### src/rtl/sram_arb_pkg.sv
// rtl/sram_arb_pkg.sv - shared types and constants for the SRAM arbiter
package sram_arb_pkg;

  typedef enum logic [1:0] {
    ST_IDLE = 2'd0,
    ST_WAIT = 2'd1,
    ST_HOLD = 2'd2
  } state_t;

  localparam logic OWN_I = 1'b0;
  localparam logic OWN_D = 1'b1;

  localparam int WSTRB_W = 4;

endpackage

### src/rtl/arb2_rr.sv
// rtl/arb2_rr.sv - 2-way fixed-priority / round-robin arbiter, one-hot grant
module arb2_rr #(
  parameter int PRIO = 1
) (
  input  logic [1:0] req,
  input  logic       last,
  output logic [1:0] gnt
);

  // Bit 1 is the priority requester; on a round-robin tie the port other than last wins.
  always_comb begin
    gnt = req;
    if (req == 2'b11) begin
      if (PRIO != 0) begin
        gnt = 2'b10;
      end else begin
        gnt = last ? 2'b01 : 2'b10;
      end
    end
  end

endmodule

### src/rtl/sram_arbiter.sv
// rtl/sram_arbiter.sv - shares one single-port SRAM between fetch (I) and load/store (D)
module sram_arbiter
  import sram_arb_pkg::*;
#(
  parameter int ADDR_W    = 32,
  parameter int DATA_W    = 32,
  parameter int DATA_PRIO = 1
) (
  input  logic               clk,
  input  logic               resetn,
  input  logic               i_req,
  input  logic [ADDR_W-1:0]  i_addr,
  output logic               i_ready,
  output logic               i_rvalid,
  output logic [DATA_W-1:0]  i_rdata,
  input  logic               i_rready,
  input  logic               d_req,
  input  logic               d_wr,
  input  logic [WSTRB_W-1:0] d_wstrb,
  input  logic [ADDR_W-1:0]  d_addr,
  input  logic [DATA_W-1:0]  d_wdata,
  output logic               d_ready,
  output logic               d_rvalid,
  output logic [DATA_W-1:0]  d_rdata,
  input  logic               d_rready,
  output logic               sram_en,
  output logic [WSTRB_W-1:0] sram_we,
  output logic [ADDR_W-1:0]  sram_addr,
  output logic [DATA_W-1:0]  sram_wdata,
  input  logic [DATA_W-1:0]  sram_rdata
);

  state_t            state;
  logic              owner;
  logic              owner_wr;
  logic              last_grant;
  logic [DATA_W-1:0] rsp_buf;

  logic              busy;
  logic              rsp_take;
  logic              can_issue;
  logic [1:0]        gnt;
  logic              gnt_i;
  logic              gnt_d;
  logic [DATA_W-1:0] rsp_data;

  assign busy      = (state == ST_WAIT) || (state == ST_HOLD);
  assign rsp_take  = busy && ((owner == OWN_D) ? d_rready : i_rready);
  assign can_issue = (state == ST_IDLE) || rsp_take;

  arb2_rr #(
    .PRIO (DATA_PRIO)
  ) u_arb (
    .req  ({d_req & can_issue, i_req & can_issue}),
    .last (last_grant),
    .gnt  (gnt)
  );

  assign gnt_d = gnt[1];
  assign gnt_i = gnt[0];

  assign i_ready    = gnt_i;
  assign d_ready    = gnt_d;
  assign sram_en    = gnt_i | gnt_d;
  assign sram_addr  = gnt_d ? d_addr : (gnt_i ? i_addr : '0);
  assign sram_we    = (gnt_d && d_wr) ? d_wstrb : '0;
  assign sram_wdata = gnt_d ? d_wdata : '0;

  // Writes return a zero ack word so both ports see identical response timing.
  always_comb begin
    rsp_data = '0;
    if (state == ST_WAIT) begin
      rsp_data = owner_wr ? '0 : sram_rdata;
    end else if (state == ST_HOLD) begin
      rsp_data = rsp_buf;
    end
  end

  assign i_rvalid = busy && (owner == OWN_I);
  assign d_rvalid = busy && (owner == OWN_D);
  assign i_rdata  = i_rvalid ? rsp_data : '0;
  assign d_rdata  = d_rvalid ? rsp_data : '0;

  always_ff @(posedge clk or negedge resetn) begin
    if (!resetn) begin
      state      <= ST_IDLE;
      owner      <= OWN_I;
      owner_wr   <= 1'b0;
      last_grant <= OWN_D;
      rsp_buf    <= '0;
    end else begin
      if (sram_en) begin
        state      <= ST_WAIT;
        owner      <= gnt_d ? OWN_D : OWN_I;
        owner_wr   <= gnt_d & d_wr;
        last_grant <= gnt_d ? OWN_D : OWN_I;
      end else if (rsp_take) begin
        state <= ST_IDLE;
      end else if (state == ST_WAIT) begin
        // SRAM data is only valid for one cycle, so park it until the owner drains it.
        state   <= ST_HOLD;
        rsp_buf <= owner_wr ? '0 : sram_rdata;
      end
    end
  end

endmodule

### config.mk
export PLATFORM = sky130hd
export DESIGN_NAME = sram_arbiter
export DESIGN_NICKNAME = d
export VERILOG_FILES = /design/src/rtl/sram_arb_pkg.sv /design/src/rtl/arb2_rr.sv /design/src/rtl/sram_arbiter.sv
export SDC_FILE = /design/constraint.sdc
export NUM_CORES = 1
export LEC_CHECK = 0
export BUFFER_PORTS_ARGS = -buffer_cell sky130_fd_sc_hd__buf_2
export CAP_MARGIN = 20
export CELL_PAD_IN_SITES_DETAIL_PLACEMENT = 0
export CELL_PAD_IN_SITES_GLOBAL_PLACEMENT = 1
export CORE_ASPECT_RATIO = 1.2
export CORE_UTILIZATION = 23
export CTS_CLUSTER_SIZE = 16
export DETAILED_ROUTE_END_ITERATION = 7
export PLACE_DENSITY_LB_ADDON = 0.3
export SKIP_LAST_GASP = 1
export SYNTH_ARGS = -nofsm -noshare
export SYNTH_HDL_FRONTEND = slang
export SYNTH_SLANG_ARGS = --single-unit
### constraint.sdc
create_clock -name clk -period 3.1 [get_ports clk]
set_clock_uncertainty 0.2 [all_clocks]
set_input_delay 0.93 -clock clk [delete_from_list [all_inputs] [get_ports clk]]
set_output_delay 0.93 -clock clk [all_outputs]
set_load 0.02 [all_outputs]
==> results of run 1 <==
[worst register-to-register path, delay by kind of cell, from the launching register on]
kind            cells  cell delay (ns)
fa+ha+maj           1             0.17
buf+inv             3             0.57
compound gates      1             0.16
simple gates        2             0.34
flops               1             0.39
[layout make-up]
class / instances / area (um^2) / share of cell area
clock buffer: 6 / 129 / 0.0272
clock inverter: 2 / 35.0 / 0.00739
tap: 157 / 196 / 0.0414
inverter: 6 / 22.5 / 0.00475
multi-input combinational: 288 / 1830 / 0.386
sequential: 36 / 901 / 0.190
timing repair buffer: 294 / 1630 / 0.343
[path summary, 6_finish.rpt]
path / slack, ns / cells past startpoint / endpoint
hold reg to reg: 0.29 / 1 / rsp_buf[1]
hold / removal: 0.29 / 1 / rsp_buf[1]
min in group asynchronous: 0.57 / 1 / rsp_buf[20]
setup / recovery: 0.07 / 6 / sram_addr[31]
max in group asynchronous: 1.59 / 1 / owner_wr
setup reg to reg: 1.18 / 7 / rsp_buf[11]
[stage by stage]
stage / cells / total power, uW / hold slack [ns] / TNS, ns / cell area (um^2)
global route: 789 / 5150 / 0.297 / -0.000955 / 4740
detailed placement: 777 / 4060 / 0.274 / -0.0112 / 4470
floorplan: 373 / 3000 / 0.257 / 0 / 2900
CTS: 786 / 4750 / 0.291 / -0.00518 / 4680
finish: 789 / 4780 / 0.285 / 0 / 4740
global placement: 777 / 4020 / 0.271 / 0 / 4470
[power by group]
group	switching, uW	internal [uW]	total [uW]
combinational	2140	1270	3420
clock	180	378	558
sequential	124	679	804
[sequential cells by signal, indices dropped and copies added, names as in the netlist]
name	flops
rsp_buf	32
state	2
owner	1
owner_wr	1
[synth_stat cells, drive strengths merged]
cell type	count	area [um^2]
ha	3	37.5
inv	6	22.5
nand2	4	15.0
a22oi	64	480
o21ai	4	23.8
or3	1	6.26
nor2	99	372
dfrtp	36	901
and3	4	25.0
mux2i	1	13.8
o21ba	1	10.0
buf	26	130
nand2b	1	6.26
clkbuf	17	63.8
nor2b	4	25.0
a21boi	1	7.51
and2	32	200
a32o	1	10.0
a21o	2	15.0
nand3	32	160
a21oi	1	5.00
o211ai	1	12.5
o2bb2ai	32	280
[layout by cell type, fill, tap and decap left out, types with 2 or more instances in the layout]
cell and count:
o21ai_0 2, nand2_1 4, and2_1 32, nor2_2 30, dfrtp_1 36, buf_2 275
nand3_1 32, clkbuf_16 6, buf_12 5, a21o_1 2, buf_4 11, nor2_1 69
inv_1 5, o21ai_2 2, and3_1 4, nor2b_2 2, ha_4 2, o2bb2ai_1 32
a22oi_1 64
[what timing repair did]
action	4_1_cts	5_1_grt
buffers inserted	0	2
setup endpoints to repair	1	102
resized for setup	1	5
gates cloned	1	1
[kinds of logic after synthesis]
| family | count (synthesis) | share of synthesized area |
|---|---|---|
| AO/OA/AOI/OAI | 107 | 0.299 |
| adder cells (fa/ha/maj) | 3 | 0.0133 |
| buffers and inverters | 49 | 0.0767 |
| flip-flops | 36 | 0.319 |
| multiplexers | 1 | 0.00487 |
| AND/OR/NAND/NOR | 177 | 0.287 |
[routing by layer]
metal / global-route usage / up-vias
met5: 0 / -
met4: 0.0335 / 0
met3: 0.0277 / 8
met2: 0.304 / 193
met1: 0.213 / 1736
li1: - / 1838
==> metrics, run 1 <==
status=finished, final reports clean; Die X=103 um; top sig layer=met4; I/O pin total=276; Routed Antenna Nets=0; CP Buf/Inv Count=3; gr usage total=0.170; max-cap viol count=0; Iteration-0 DRC Markers=149; cells after synthesis=373; Initial Util=0.240; antenna fix cells=0; fmax=330 MHz; gpl congestion=0.822; post-DP HPWL=8.53 mm; Crit-path slowest cell=o21ba_2; antenna violations before repair=0; Area Growth Syn to Fin=68.0%; die height=123 um; metal2 WL=5.81 mm; Rows=43; # H-tree levels=2; CP top delay family=buffers and inverters; final number of setup-violating endpoints=0; sequential fraction of the synthesis area=0.319; Max IR drop VDD=0.527 mV; Slew Limit Fails=0; pin count of the biggest net entering global routing=40; minimum clock period=3.03 ns; share of cells above drive strength 1=0.541; DRC errors left=0; nature of the critical path endpoint=output pin; Power Density=1010 mW/mm^2; most frequent CP cell=buf_2; synthesized area per cell=7.57 um^2; Worst-path clk slew=0.05 ns; routed vias=3775; final-layout fill cell count=1217; Clock Latency Late Sink=0.27 ns; reg-to-reg startpoint=state[1]; Crit path largest cell delay=0.22 ns; Final WS setup=0.0674 ns; worst-margin pin slew=0.858 ns; Syn Nets=515; Setup crit start=d_rready; critical-path cell list=buf_2, mux2i_4, o21ba_2, buf_4, nor2_1, buf_2; Synth cell types=27; Synth Register Bits=36; gr ovfl total=0; leakage power=0.00252 uW; met3 wire len=848 um; worst slack at placement=-0.00887 ns; crit-path max FO=10; Synth Warn #=0; Die Footprint=0.0127 mm^2; DRT Pass-1 Iters=4; CTS Root Cell=clkbuf_16; PortBufs=275; Required @ worst endpoint=1.97 ns; Hold Buf Count CTS=0; Worst setup SP type=input port; Worst Setup Path Type=input port to output pin; synthesized cell area=0.00282 mm^2; Final Util=0.402; Slew headroom=0.428; first-pass GRT wire length=16.9 mm; M1 wire length=4.89 mm; cts bufs inserted=5; fin crit share=0.978; Worst EP arrival=1.90 ns; worst min path class=flop to flop; Via density=4.78; Final Hold Fails=0; hold path start=rsp_buf[1]; Core Region=0.0118 mm^2; Sink Count=36; layout net count=773; clk buf depth=2; vias in the first global route=3350; TritonCTS clock tree=done; WL per Instance=14.7 um; Routed WL=11.6 mm
No activity file was read; power rests on OpenSTA's default activity.
==> inputs of run 2 (changes only) <==
- CORE_UTILIZATION: 23 -> 26
- SYNTH_HIERARCHICAL: not set -> 1
==> run 2 against run 1 <==
  * The run now ends with setup timing left
  * Clock power rose by 10%
  * Core utilization rose by 9.8 points
  * Fmax fell by 12%
  * Global-route usage rose by 3.2 points
  * First-iteration DRC count fell by 6.7%
  * Combinational power rose by 33%
  * Setup slack got worse by 0.42 ns
==> metrics, run 2 <==
met2 Use GR=0.347 (+0.0425); RSZ-0062 raised after global routing=true; nature of the critical path endpoint=output pin; Iteration-0 DRC Markers=139 (-6.7%); reg2reg end=rsp_buf[21]; Syn Nets=498 (-3.3%); fmax=290 MHz (-12%); worst slack at placement=-0.373 ns (-0.364 ns); max-cap viol count=0 (unchanged); Area Growth Syn to Fin=86.7%; most frequent cells in the layout=241 x buf_2, 65 x nor2_1, 36 x buf_6, 36 x dfrtp_1; TritonCTS clock tree=done; final number of setup-violating endpoints=69 (+69); final-layout fill cell count=1097 (-9.9%); reg-to-reg startpoint=state[0]; post-DP HPWL=10.4 mm (+22%); Initial Util=0.268 (+0.0285); Clock Latency Late Sink=0.28 ns (about the same); Die Footprint=0.0124 mm^2 (-2.8%); Core Region=0.0116 mm^2 (-1.8%); Via density=4.61 (-3.6%); layout net count=780 (+0.91%); Worst-path clk slew=0.06 ns (about the same); status=finished with violations; Slew Limit Fails=0 (unchanged); clk buf depth=2 (unchanged); first-pass GRT wire length=18.7 mm (+10%); max FFs per register=32 (unchanged); Required @ worst endpoint=1.97 ns (about the same); Crit-path slowest cell=o21a_2; crit-path max FO=13 (+3); cts bufs inserted=5 (unchanged); fin crit share=1.11 (+0.136); Die X=102 um (-1.4%); CTS Root Cell=clkbuf_16; leakage power=0.00332 uW (+32%); logic gate share of total power=0.760 (+0.045); Final WS setup=-0.353 ns (-0.420 ns); DRC errors left=0 (unchanged); Worst Setup Path Type=input port to output pin; vias in the first global route=3370 (+0.60%); most flop-heavy register=rsp_buf; minimum clock period=3.45 ns (+0.420 ns); gr usage total=0.202 (+0.0318); Max IR drop VDD=0.521 mV (-1.0%); PortBufs=275 (unchanged); met1 GRT Util=0.242 (+0.0293); placed instance count=777 (unchanged); I/O pin total=276 (unchanged); NetSw=2630 uW (+7.4%); area occupied by multi-input gates=0.00243 mm^2 (+33%); synthesized area per cell=8.71 um^2 (+15%); Net Sw Frac=0.440 (-0.0720); gpl congestion=0.843 (+2.6%); commonest non-fill, non-tap cell in the layout=buf_2; Crit path largest cell delay=0.23 ns (about the same); DRT Pass-1 Iters=4 (unchanged); Routed WL=13.8 mm (+18%); # H-tree levels=2 (unchanged); hold path start=rsp_buf[15]; WP depth=10 (+4); routed vias=3676 (-2.6%); Worst EP arrival=2.32 ns (+0.42 ns); Setup crit start=i_rready; M3 GR Usage=0.0683 (+0.0406); synthesized cell area=0.00310 mm^2 (+9.8%); Clk network pwr share=0.103 (-0.014); Pint=3340 uW (+43%); share of cells above drive strength 1=0.676 (+0.135); CP top delay family=buffers and inverters; CP Buf/Inv Count=4 (+1); Rows=43 (unchanged); Final Hold Fails=0 (unchanged); Sink Count=36 (unchanged); failing checks=setup timing; WL per Instance=17.3 um (+17%); critical-path cell list=buf_6, mux2i_4, nor2_2, o21a_2, nor2b_4, inv_2, nor2_4, buf_12, a22o_4, buf_2; Most Crowded Layer GR=met2; CP endpoint=sram_addr[22]; R2R depth=14 (+7); Layout Cells excl Fill=797 (+1.0%); pin count of the biggest net entering global routing=68 (+70%); biggest regs=rsp_buf x32, state x2; worst min path class=flop to flop; Reg power frac=0.136 (-0.032); FF+latch area=901 um^2 (unchanged); cells after synthesis=356 (-4.6%); worst-margin pin slew=0.854 ns (-0.00449 ns); Power Density=1030 mW/mm^2 (+2.4%); antenna violations before repair=1 (+1); Synth Warn #=6 (+6); Hold Buf Count CTS=0 (unchanged); Slew headroom=0.431 (+0.00299); die height=122 um (-1.4%); Reg2Reg Setup Slack=0.23 ns (-0.95 ns); Worst setup SP type=input port; gr ovfl total=0 (unchanged); Routed Antenna Nets=0 (unchanged)
-- run 2: cell count changes in the layout (fill, tap and decap cells not counted), moves of 30 or more --
cell       before  now
a22o_4          0   32
buf_2         275  241
buf_6           1   36
and2_1         32    0
nor2b_1         1   32
a22oi_1        64    0
o2bb2ai_1      32    0
mux2_4          0   30
nand3_1        32    0
and3b_1         0   32
-- run 2: cell type report --
type / count / share of cell area
Clock inverter: 1 / 0.00519
Inverter: 7 / 0.00454
Sequential cell: 36 / 0.156
Tap cell: 157 / 0.0339
Clock buffer: 7 / 0.0264
Multi-Input combinational cell: 278 / 0.420
Timing Repair Buffer: 310 / 0.354
Antenna cell: 1 / 0.000432
-- run 2: worst min-delay path by stage --
stage | cells after the start | end | slack (ns)
2_1_floorplan | 1 | rsp_buf[2] | 0.27
3_3_place_gp | 1 | rsp_buf[2] | 0.28
6_report | 1 | rsp_buf[15] | 0.30
5_1_grt | 1 | rsp_buf[5] | 0.31
4_1_cts | 1 | rsp_buf[2] | 0.30
3_5_place_dp | 1 | rsp_buf[5] | 0.29
-- run 2: routing by layer --
layer | up-vias | wire length [um]
li1 | 1776 | -
met1 | 1717 | 5460
met2 | 167 | 6910
met3 | 14 | 1260
met4 | 2 | 136
met5 | - | 8
-- run 2: what timing repair did --
item / CTS / global route
endpoints found under the hold margin: 0 / 0
buffers inserted: 5 / 6
cloned: 2 / 3
endpoints found under the setup margin: 113 / 110
resized for setup: 52 / 30
pin swaps: 7 / 8
-- run 2: power groups by stage --
stage | Combinational (uW) | Sequential [uW] | Clock [uW]
floorplan | 2860 | 789 | 0
global placement | 3990 | 806 | 0
detailed placement | 4040 | 816 | 0
CTS | 4320 | 811 | 630
global route | 4840 | 834 | 647
finish | 4540 | 814 | 616
-- run 2: stage by stage --
stage                     area (um^2)  hold WS [ns]   util  TNS (ns)  total power, uW
after CTS                        5610         0.301  0.485    -14.52             5760
after global placement           5170         0.281  0.447    -14.37             4800
after floorplan                  3530         0.271      -    -10.39             3650
after detailed placement         5170         0.286  0.447    -15.45             4850
after global routing             5790         0.306  0.500    -16.93             6320
final                            5790         0.301  0.500    -13.09             5970
